$ cat src/rtl/fpu_pkg.sv
// Types and constants shared by the FPU front end.
package fpu_pkg;

  localparam logic [31:0] NOP_INST = 32'h00000013;

  typedef struct packed {
    logic [31:0] inst;
    logic [31:0] intval;
  } fpu_entry_t;

endpackage

$ cat src/rtl/fpu_issue_fifo.sv
// Generic pointer-based FIFO with a synchronous flush. Pointers carry one extra
// wrap bit so full and empty are distinguishable without a separate counter.
module fpu_issue_fifo #(
  parameter int DEPTH = 4,
  parameter int WIDTH = 64,
  localparam int AW = $clog2(DEPTH)
) (
  input  logic             clk,
  input  logic             rstn,
  input  logic             flush,
  input  logic             push,
  input  logic [WIDTH-1:0] wr_data,
  input  logic             pop,
  output logic [WIDTH-1:0] rd_data,
  output logic             full,
  output logic             empty,
  output logic [AW:0]      count
);

  localparam logic [AW:0] PTR_ONE = (AW+1)'(1);

  logic [WIDTH-1:0] mem [DEPTH];
  logic [AW:0]      wr_ptr;
  logic [AW:0]      rd_ptr;

  always_ff @(posedge clk or negedge rstn) begin
    if (!rstn) begin
      wr_ptr <= '0;
      rd_ptr <= '0;
    end else if (flush) begin
      wr_ptr <= '0;
      rd_ptr <= '0;
    end else begin
      if (push) wr_ptr <= wr_ptr + PTR_ONE;
      if (pop)  rd_ptr <= rd_ptr + PTR_ONE;
    end
  end

  // NOTE: storage has no reset; empty masks stale contents, and leaving the
  // array out of the reset lets it map onto plain flops or RAM.
  always_ff @(posedge clk) begin
    if (push && !flush) mem[wr_ptr[AW-1:0]] <= wr_data;
  end

  assign rd_data = mem[rd_ptr[AW-1:0]];
  assign empty   = (wr_ptr == rd_ptr);
  assign full    = (wr_ptr[AW] != rd_ptr[AW]) && (wr_ptr[AW-1:0] == rd_ptr[AW-1:0]);
  assign count   = wr_ptr - rd_ptr;

endmodule

$ cat src/rtl/fpu_issue_queue.sv
// Issue queue in front of the FPU: buffers {inst, intval}, presents the head,
// stalls on hazard, and returns the integer operand one cycle after issue.
module fpu_issue_queue #(
  parameter int          DEPTH    = 4,
  parameter logic [31:0] NOP_INST = fpu_pkg::NOP_INST
) (
  input  logic                     clk,
  input  logic                     rstn,
  input  logic                     flush,
  input  logic                     in_valid,
  output logic                     in_ready,
  input  logic [31:0]              in_inst,
  input  logic [31:0]              in_intval,
  output logic [31:0]              fpu_inst,
  output logic                     fpu_is_legl,
  input  logic                     fpu_hazard,
  output logic [31:0]              fpu_intval,
  output logic [$clog2(DEPTH):0]   count
);

  import fpu_pkg::*;

  fpu_entry_t wr_entry;
  fpu_entry_t head;
  logic       push;
  logic       pop;
  logic       full;
  logic       empty;

  assign in_ready = ~full & ~flush;
  assign push     = in_valid & in_ready;
  assign wr_entry = '{inst: in_inst, intval: in_intval};

  fpu_issue_fifo #(
    .DEPTH (DEPTH),
    .WIDTH ($bits(fpu_entry_t))
  ) u_fifo (
    .clk     (clk),
    .rstn    (rstn),
    .flush   (flush),
    .push    (push),
    .wr_data (wr_entry),
    .pop     (pop),
    .rd_data (head),
    .full    (full),
    .empty   (empty),
    .count   (count)
  );

  // fpu_inst is built from registered state only, so the hazard path that
  // closes through the FPU and back into fpu_is_legl cannot form a loop.
  assign fpu_inst    = empty ? NOP_INST : head.inst;
  assign fpu_is_legl = ~empty & ~fpu_hazard & ~flush;
  assign pop         = fpu_is_legl;

  always_ff @(posedge clk or negedge rstn) begin
    if (!rstn)            fpu_intval <= '0;
    else if (fpu_is_legl) fpu_intval <= head.intval;
  end

endmodule

$ cat config.mk
export PLATFORM = sky130hd
export DESIGN_NAME = fpu_issue_queue
export DESIGN_NICKNAME = d
export VERILOG_FILES = /design/src/rtl/fpu_pkg.sv /design/src/rtl/fpu_issue_fifo.sv /design/src/rtl/fpu_issue_queue.sv
export SDC_FILE = /design/constraint.sdc
export NUM_CORES = 1
export LEC_CHECK = 0
export ABC_AREA = 1
export ABC_CLOCK_PERIOD_IN_PS = 4600
export BUFFER_PORTS_ARGS = -buffer_cell sky130_fd_sc_hd__buf_2
export CORE_UTILIZATION = 50
export CTS_BUF_LIST = sky130_fd_sc_hd__clkbuf_4 sky130_fd_sc_hd__clkbuf_8
export CTS_CLUSTER_DIAMETER = 30
export DETAILED_ROUTE_END_ITERATION = 10
export GPL_TIMING_DRIVEN = 0
export PLACE_DENSITY = 0.76
export SYNTH_ARGS = -nofsm -noshare
export SYNTH_HDL_FRONTEND = slang
export SYNTH_SLANG_ARGS = --single-unit
$ cat constraint.sdc
create_clock -name clk -period 4.6 [get_ports clk]
set_clock_uncertainty 0.2 [all_clocks]
set_input_delay 0.92 -clock clk [delete_from_list [all_inputs] [get_ports clk]]
set_output_delay 0.92 -clock clk [all_outputs]
set_load 0.05 [all_outputs]
==> results.cfg <==
[place]
count_of_port_buffers_added_during_placement = 137
placed_cells_incl_taps = 1514
place_congestion = 0.809
half_perimeter_wire_length_after_detailed_placement_um = 17300
placedInstanceArea_mm2 = 0.0133

[sta]
worst_slew_pin_slew_ns = 0.921
grt_setup_unrepaired = no
final.period_utilization_pct = 92.5
final-setup-viol-count = 0
timing.final.hold_violations = 0
fmaxAchievable_mhz = 235
maxSlewHeadroom_pct = 38.6
final_period_minus_worst_setup_slack_ns = 4.25
maxSlewViolCount = 0

[worst_setup_path]
cp_slowest_stage_delay_ns = 0.47
timing.rr.start = u_fifo.rd_ptr[1]
worstPathCellList = inv_1 > buf_2 > buf_2 > ha_1 > nand2_1 > inv_1 > nand2_4 > inv_2 > buf_6 > buf_6 > a21oi_2 > buf_2
timing.critical_path.from_type = flop
crit_top_cell = buf_2
crit_arrival_ns = 3.13
timing.critical_path.max_delay_family = buffers and inverters
crit_path_kind = reg2out
timing.critical_path.to_type = primary output
crit_path_max_fanout = 10
crit_path_top_delay_cell = dfrtp_1
critical_path_required_ns = 3.48
register_to_register_setup_slack_ns = 0.56
number_of_buffer_and_inverter_instances_along_the_worst_setup_path = 8
regToRegEndpoint = u_fifo.mem[0][51]
reg2regPathDepth = 11

[layout]
nets = 1330
fraction_of_layout_instances_using_a_drive_strength_above_1_pct = 23.9
post-route-cell-area_mm2 = 0.0145
areaGrowthSynthToFinish_pct = 20.5
layoutNonFillerInstCount = 1618

[grt]
grt_util_all_layers_pct = 22.6
gr-total-overflow = 0
grt_pass1_wl_um = 41800
grt_pass1_vias = 7965
grt_max_degree = 39
antenna_found_initial = 4

[floorplan]
floorplan.die_area_mm2 = 0.0247
fp.dieW_um = 157
number_of_core_rows = 56
start_util_pct = 51.1
die_height_um = 157
num_io_pins = 138
placeableCoreArea_mm2 = 0.0235

[pwr]
switching_share_pct = 36.7
static-leakage-power_nw = 6.16
power.internal_w = 0.00527
switching_component_of_the_power_w = 0.00305
clkPwrFrac_pct = 31.7
seq_power_share_pct = 39.1
p_comb_share_pct = 29.3
pwr_density_cell_mw_per_mm2 = 574
vdd.ir_drop.worst_mv = 0.500

[drt]
route.antenna.remaining_nets = 0
vias_per_cell = 5.01
drt_wl_total_um = 27200
routedWlPerCell_um = 16.8
drc_errors = 0
detail_route.iter0.violations = 528
detailedRoute.firstPassIterationCount = 5
vias = 8107

[cts]
tritoncts = yes
hold_buffers = 0
htree_num_levels = 2
clk_pin_slew_worst_paths_ns = 0.06
cts_post_setup_buffers_inserted = 0
post_cts_resized = 0
clock-root-buffer = clkbuf_8
cts_made_buffers = 56
clk_lat_worst_skew_ns = 0.57
clk_path_buf_depth = 3
clock_sink_count = 294

[worst_hold_path]
min_path_type = reg2reg
worst_hold_path.num_cells = 2
min-delay-start = fpu_intval[1]
end_of_the_worst_hold_path = fpu_intval[1]

[status]
status = finished clean

[flow_run]
maxCapViolCount = 0

[synth]
post_synth.cell_area_avg_um2 = 11.5
post_synth_main_area_contributors = edfxtp_1, nand2_1, dfrtp_1
distinct_cells_synth = 26
synthesized_net_count = 1127
synth_seq_cells = 294
synth_largest_area_cell = edfxtp_1
synth_area_mm2 = 0.0120
yosysTopAreaCellShare_pct = 63.9
synth_seq_area_share_pct = 71.8
ys.warnings.count = 0
post_synth_inst_count = 1050
[power groups by stage]
stage	Clock, W	Combinational [W]	Sequential [W]
floorplan	0	0.00126	0.00380
global placement	0	0.00239	0.00330
detailed placement	0	0.00243	0.00330
CTS	0.00266	0.00245	0.00325
global route	0.00279	0.00263	0.00327
finish	0.00263	0.00243	0.00325
[synthesized netlist by cell type]
cell	count
buf_2	22
xor2_1	2
buf_1	6
o21ai_0	55
nand3_2	3
fa_1	1
buf_6	7
a21oi_1	25
clkbuf_1	7
a31oi_1	1
nand2_1	309
nand4_1	3
edfxtp_1	256
a21oi_2	10
xnor2_1	1
buf_4	13
nand3_4	1
nor2_1	120
nand2_4	3
a21oi_4	1
o21ai_1	6
nand3_1	72
dfrtp_1	38
inv_2	5
ha_1	7
inv_1	76
[layout by cell type, fill, tap and decap left out, drive strengths merged]
master / n
nand2: 312
edfxtp: 256
buf: 193
nor2: 120
inv: 83
clkbuf: 77
nand3: 76
o21ai: 61
dfrtp: 38
a21oi: 36
clkinv: 21
ha: 7
bufinv: 5
diode: 3
nand4: 3
clkinvlp: 3
xor2: 2
xnor2: 1
a31oi: 1
fa: 1
[through the flow]
stage               hold WS (ns)  TNS, ns  worst slack [ns]  power [W]  utilization, %
detailed placement         0.261        0             0.552    0.00573            56.5
floorplan                  0.324   -93.28            -0.364    0.00506               -
global placement           0.256  -747.78             -2.97    0.00569            55.7
CTS                        0.277        0             0.294    0.00836            61.5
global route               0.298        0             0.175    0.00869            61.5
finish                     0.271        0             0.346    0.00831            61.5
[area by class of cell]
cell class	count	area, um2
Inverter	81	304
Fill cell	1848	9060
Sequential cell	294	8640
Multi-Input combinational cell	620	2780
Timing Repair Buffer	145	846
Clock buffer	70	882
Buffer	55	335
Antenna cell	3	7.51
Clock inverter	31	297
Tap cell	319	399
[sequential cells by signal, summed over array words and instances (netlist names)]
name           count
u_fifo.mem       256
fpu_intval        32
u_fifo.rd_ptr      3
u_fifo.wr_ptr      3
[worst max-delay path by stage]
stage                                    to             start  cells after the start  slack, ns
after floorplan            u_fifo.mem[0][0]  u_fifo.rd_ptr[1]                      9      -0.36
after detailed placement  u_fifo.mem[0][43]  u_fifo.rd_ptr[1]                     11       0.55
after global routing           fpu_inst[24]  u_fifo.rd_ptr[1]                     12       0.18
final                          fpu_inst[21]  u_fifo.rd_ptr[1]                     12       0.35
after global placement    u_fifo.mem[3][44]  u_fifo.rd_ptr[1]                      9      -2.97
after CTS                      fpu_inst[21]  u_fifo.rd_ptr[1]                     12       0.29
[layer usage]
layer | vias up | global-route usage, % | routed length, um
met5 | - | 0 | 23
met4 | 4 | 8.09 | 503
met3 | 58 | 6.06 | 2400
met2 | 323 | 37.7 | 13400
met1 | 3795 | 28.5 | 10900
li1 | 3927 | - | -
[tightest hold or removal path: stages, from the launching register on]
cell and delay [ns]:
dfrtp_1 0.34, nand2_1 0.05, nand2_1 0.05
[kinds of logic after synthesis]
family | Yosys count | share of synthesized area, %
xor gates and xnor gates | 3 | 0.219
AOI/OAI and AO/OA | 98 | 4.50
DFF | 294 | 71.8
and+or+nand+nor | 511 | 17.2
adders and majority gates | 8 | 0.895
buffers and inverters | 136 | 5.32
(Power assumes the default switching activity.)
